--- config.mk ---
export PLATFORM = sky130hd
export DESIGN_NAME = imem_loader
export DESIGN_NICKNAME = d
export VERILOG_FILES = /design/src/rtl/imem_loader.sv
export SDC_FILE = /design/constraint.sdc
export NUM_CORES = 1
export LEC_CHECK = 0
export CAP_MARGIN = 20
export CORE_MARGIN = 5
export CORE_UTILIZATION = 39
export DETAILED_ROUTE_END_ITERATION = 8
export SETUP_SLACK_MARGIN = 0.05
export SLEW_MARGIN = 25
export SYNTH_ARGS = -nofsm -noshare
export SYNTH_HDL_FRONTEND = slang
export SYNTH_SLANG_ARGS = --single-unit
--- constraint.sdc ---
create_clock -name clk -period 5.3 [get_ports clk]
set_clock_uncertainty 0.15 [all_clocks]
set_input_delay 0.795 -clock clk [delete_from_list [all_inputs] [get_ports clk]]
set_output_delay 0.795 -clock clk [all_outputs]
set_load 0.03 [all_outputs]
--- src/rtl/imem_loader.sv ---
// Boot-time instruction memory loader: parses a length-prefixed little-endian byte
// stream, writes one word per index from 0, and releases the core on a good checksum.
module imem_loader #(
  parameter int WIDTH  = 32,
  parameter int DEPTH  = 1024,
  parameter int ADDR_W = $clog2(DEPTH)
) (
  input  logic              clk,
  input  logic              rst_n,
  input  logic              start,
  input  logic [7:0]        rx_data,
  input  logic              rx_valid,
  output logic              rx_ready,
  output logic              wr_en,
  output logic [ADDR_W-1:0] wr_addr,
  output logic [WIDTH-1:0]  wr_data,
  output logic              cpu_rst_n,
  output logic              done,
  output logic              err
);

  typedef enum logic [2:0] {
    S_IDLE, S_LEN, S_DATA, S_WRITE, S_CHK, S_DONE, S_ERR
  } state_t;

  state_t             state_q, state_d;
  logic [1:0]         byte_cnt_q, byte_cnt_d;
  logic [ADDR_W-1:0]  word_cnt_q, word_cnt_d;
  logic [31:0]        len_q, len_d;
  logic [WIDTH-1:0]   word_q, word_d;
  logic [7:0]         chk_q, chk_d;
  logic               wr_en_q, wr_en_d;
  logic [ADDR_W-1:0]  wr_addr_q, wr_addr_d;
  logic [WIDTH-1:0]   wr_data_q, wr_data_d;
  logic               done_q, done_d;
  logic               err_q, err_d;
  logic               cpu_rst_n_q, cpu_rst_n_d;
  logic               accept;
  logic [31:0]        n_full;

  assign rx_ready  = (state_q == S_LEN) || (state_q == S_DATA) || (state_q == S_CHK);
  assign accept    = rx_valid && rx_ready;
  assign wr_en     = wr_en_q;
  assign wr_addr   = wr_addr_q;
  assign wr_data   = wr_data_q;
  assign done      = done_q;
  assign err       = err_q;
  assign cpu_rst_n = cpu_rst_n_q;

  always_comb begin
    state_d    = state_q;
    byte_cnt_d = byte_cnt_q;
    word_cnt_d = word_cnt_q;
    len_d      = len_q;
    word_d     = word_q;
    chk_d      = chk_q;
    wr_addr_d  = wr_addr_q;
    wr_data_d  = wr_data_q;
    // Bytes arrive LSB first, so shifting in from the top leaves them in place.
    n_full     = {rx_data, len_q[31:8]};

    case (state_q)
      S_IDLE, S_DONE, S_ERR: begin
        if (start) begin
          state_d    = S_LEN;
          byte_cnt_d = '0;
          word_cnt_d = '0;
          len_d      = '0;
          chk_d      = '0;
        end
      end
      S_LEN: begin
        if (accept) begin
          chk_d      = chk_q ^ rx_data;
          len_d      = n_full;
          byte_cnt_d = byte_cnt_q + 2'd1;
          if (byte_cnt_q == 2'd3) begin
            if (n_full > 32'(DEPTH))  state_d = S_ERR;
            else if (n_full == '0)    state_d = S_CHK;
            else                      state_d = S_DATA;
          end
        end
      end
      S_DATA: begin
        if (accept) begin
          chk_d      = chk_q ^ rx_data;
          word_d     = {rx_data, word_q[WIDTH-1:8]};
          byte_cnt_d = byte_cnt_q + 2'd1;
          if (byte_cnt_q == 2'd3) begin
            state_d   = S_WRITE;
            wr_addr_d = word_cnt_q;
            wr_data_d = word_d;
          end
        end
      end
      S_WRITE: begin
        if (32'(word_cnt_q) == len_q - 32'd1) begin
          state_d = S_CHK;
        end else begin
          word_cnt_d = word_cnt_q + ADDR_W'(1);
          state_d    = S_DATA;
        end
      end
      S_CHK: begin
        if (accept) state_d = (rx_data == chk_q) ? S_DONE : S_ERR;
      end
      default: state_d = S_IDLE;
    endcase

    // Outputs are registered from the next state so they line up with it.
    wr_en_d     = (state_d == S_WRITE);
    done_d      = (state_d == S_DONE);
    err_d       = (state_d == S_ERR);
    cpu_rst_n_d = (state_d == S_DONE);
  end

  always_ff @(posedge clk) begin
    if (!rst_n) begin
      state_q     <= S_IDLE;
      byte_cnt_q  <= '0;
      word_cnt_q  <= '0;
      len_q       <= '0;
      word_q      <= '0;
      chk_q       <= '0;
      wr_en_q     <= 1'b0;
      wr_addr_q   <= '0;
      wr_data_q   <= '0;
      done_q      <= 1'b0;
      err_q       <= 1'b0;
      cpu_rst_n_q <= 1'b0;
    end else begin
      state_q     <= state_d;
      byte_cnt_q  <= byte_cnt_d;
      word_cnt_q  <= word_cnt_d;
      len_q       <= len_d;
      word_q      <= word_d;
      chk_q       <= chk_d;
      wr_en_q     <= wr_en_d;
      wr_addr_q   <= wr_addr_d;
      wr_data_q   <= wr_data_d;
      done_q      <= done_d;
      err_q       <= err_d;
      cpu_rst_n_q <= cpu_rst_n_d;
    end
  end

endmodule
==> metrics.cfg <==
[synthesis]
yosysWarnings=0
synth-async-reset-ratio_pct=0
post_synthesis_cell_area_um2=5800
synth-edff-count=0
yosysSeqAreaShare_pct=42.8
synth_flop_cell=sky130_fd_sc_hd__dfxtp_1
distinct_cell_type_count_of_the_synthesized_netlist=59
yosys_register_bits=124
postSynthNetCount=736
syn-instance-count=721
yosys.area.top_type=sky130_fd_sc_hd__dfxtp_1
postSynthAreaPerCell_um2=8.04
synth_top_area_share_pct=42.8
ys_top_cells_by_area=sky130_fd_sc_hd__dfxtp_1, sky130_fd_sc_hd__a21boi_0, sky130_fd_sc_hd__nand2_1, sky130_fd_sc_hd__xnor2_1, sky130_fd_sc_hd__nand3_1

[floorplan]
floorplan.initialDensity_pct=39.9
ios=59
placementRows=44
placeableCoreArea_um2=14500
die_width_um=132
floorplan.die.height_um=132
floorplan.die_area_um2=17400

[sta]
fmax_mhz=325
timing_max_transition_violations_final=0
setup_tns_final_ps=0
fin_crit_sh_pct=58.1
final_setup_violation_count=0
final_hold_vios=0
worst_pin_slew_ps=949
unrepaired_setup_endpoints_after_global_routing=false
timing.final.crit_period_ps=3080
timing.slew.headroom_pct=36.7

[critical_path]
regToRegEndpoint=word_cnt_q[6]
setup.worst_path.start_class=flop
regToRegSetupSlack_ps=2300
worstSetupEndpointType=output pin
worst-endpoint-required_ps=4360
path_class=reg2out
crit_path_start=state_q[1]
critical_path.max_fanout=15
timing.reg2reg.worst_path_depth=9
r2r_start=len_q[0]
critical_path_arrival_ps=2130

[global_routing]
antenna_found_initial=0
grt_first_pass_wirelength_um=24000
grt_start_max_net_pins=72
first_global_vias=4775
globalRouteOverflowTotal=0
grt.total_usage_pct=16.6

[clocking]
clock_sinks=124
clock_tree_from_tritoncts=built
clock_latency_ps=420
cts_inserted_buffers=17
post-cts-setup-buffers=0
clockRootBuffer=sky130_fd_sc_hd__clkbuf_16
htreeDepth=4
cts_hold_buffers=0
cts_max_path_buffers=2
cts.clk_slew.worst_paths_ps=60
cts.repair.resized=0

[cells_and_area]
area.growth.synth_to_final_pct=21.6
most_frequent_cells_in_the_layout=sky130_fd_sc_hd__nand2_1, sky130_fd_sc_hd__dfxtp_1, sky130_fd_sc_hd__a21boi_0
final_layout_size_suffix_gt1_share_pct=7.34
area_taken_by_multi_input_logic_gates_um2=3090
antenna_cells_inserted=0
seq_area_um2=2480
layout.filler_cells=1404
fin_cells=947
net_count_final=765
layout.cells.most_common=sky130_fd_sc_hd__nand2_1

[placed_design]
post_place_cells=915
post-dp-hpwl_um=9960
port_buffers=58
gp_congestion=0.859

[run_status]
run_status=completed

[hold_path]
min-delay-path-class=reg2reg
worst_hold_path_cell_count=2
hp-start=word_q[11]
min_to=wr_data[3]

[pwr]
cellLeakagePower_nw=2.39
power_density_nw_per_um2=391
max-vdd-ir-drop_mv=0.309

[flow_run]
maxCapViolations=0

[routing]
routed-via-count=4973
via_per_inst=5.25
drt-pass1-iter-count=5
drcViolationCount=0
detail-route-antenna-nets=0
drt-total-wl_um=14300
drt-wirelength-per-cell_um=15.1
detail_route.iter0.violations=453

-- Yosys cell counts, types with 3 or more instances --
cell and n:
sky130_fd_sc_hd__nor4_1 6, sky130_fd_sc_hd__a21oi_1 13, sky130_fd_sc_hd__a21boi_0 99, sky130_fd_sc_hd__o21ai_1 3, sky130_fd_sc_hd__dfxtp_1 124, sky130_fd_sc_hd__xor2_1 6, sky130_fd_sc_hd__nor2b_1 6, sky130_fd_sc_hd__nor2_1 35
sky130_fd_sc_hd__xnor2_1 24, sky130_fd_sc_hd__or3_1 3, sky130_fd_sc_hd__ha_1 3, sky130_fd_sc_hd__inv_1 3, sky130_fd_sc_hd__nor3_1 8, sky130_fd_sc_hd__mux2i_1 3, sky130_fd_sc_hd__nand2b_1 7, sky130_fd_sc_hd__or4_1 6
sky130_fd_sc_hd__nand4_1 5, sky130_fd_sc_hd__o21ai_0 21, sky130_fd_sc_hd__clkbuf_1 49, sky130_fd_sc_hd__o211ai_1 3, sky130_fd_sc_hd__nor3b_1 3, sky130_fd_sc_hd__and2_1 9, sky130_fd_sc_hd__and3_1 5, sky130_fd_sc_hd__nand2_1 196
sky130_fd_sc_hd__nand3_1 40
-- flip-flops by register name, summed over array words and instances (netlist names), 2 cells and up --
register,count
chk_q,8
word_cnt_q,10
state_q,3
wr_data,32
byte_cnt_q,2
len_q,32
word_q,24
wr_addr,10
-- kinds of logic after synthesis --
kind of cell,after synthesis,synth area share (%)
buf+inv,58,3.99
fa+ha+maj,3,0.647
compound gates,155,19.2
mux,5,0.906
flops,124,42.8
simple gates,346,27.9
xor+xnor,30,4.53
-- critical path, stage by stage, from the launching register on --
cell and delay (ps):
sky130_fd_sc_hd__dfxtp_1 450, sky130_fd_sc_hd__nand2b_1 300, sky130_fd_sc_hd__o22ai_1 250, sky130_fd_sc_hd__clkdlybuf4s50_1 720
-- layout make-up --
class | instances | area share [%]
clock inverters | 10 | 1.99
repair buffers | 65 | 8.91
clock buffers | 22 | 6.58
well taps | 184 | 3.27
flip-flops and latches | 124 | 35.2
multi-input cells | 539 | 43.9
inverters | 3 | 0.160
-- metrics by stage --
stage / power [mW] / utilization (%) / setup WS, ps / cell area [um2] / hold slack (ps)
finish: 2.76 / 48.5 / 2220 / 7050 / 311
global placement: 1.58 / 44.4 / 1990 / 6450 / 304
detailed placement: 1.60 / 44.4 / 1850 / 6450 / 310
floorplan: 1.45 / - / 2550 / 5800 / 291
global route: 2.90 / 48.5 / 2030 / 7050 / 336
CTS: 2.78 / 48.5 / 2220 / 7050 / 317
-- worst max-delay path by stage --
stage                          endpoint  depth (start not counted)
after CTS                      rx_ready                          3
after global placement    word_cnt_q[7]                          7
after floorplan           word_cnt_q[5]                         10
after global routing      word_cnt_q[9]                          7
after detailed placement  word_cnt_q[9]                          7
final                          rx_ready                          3
-- metal layers --
metal	GRT usage [%]	part of all wire, %
met1	22.9	49
met4	5.77	1.3
met2	25.2	45
met3	4.08	4.4
met5	0	0
-- power breakdown --
| group | total, mW | switching, mW | internal [mW] |
|---|---|---|---|
| Sequential | 1.04 | 0.0617 | 0.979 |
| Combinational | 0.540 | 0.366 | 0.174 |
| Clock | 1.18 | 0.416 | 0.763 |
(Power assumes the default switching activity.)
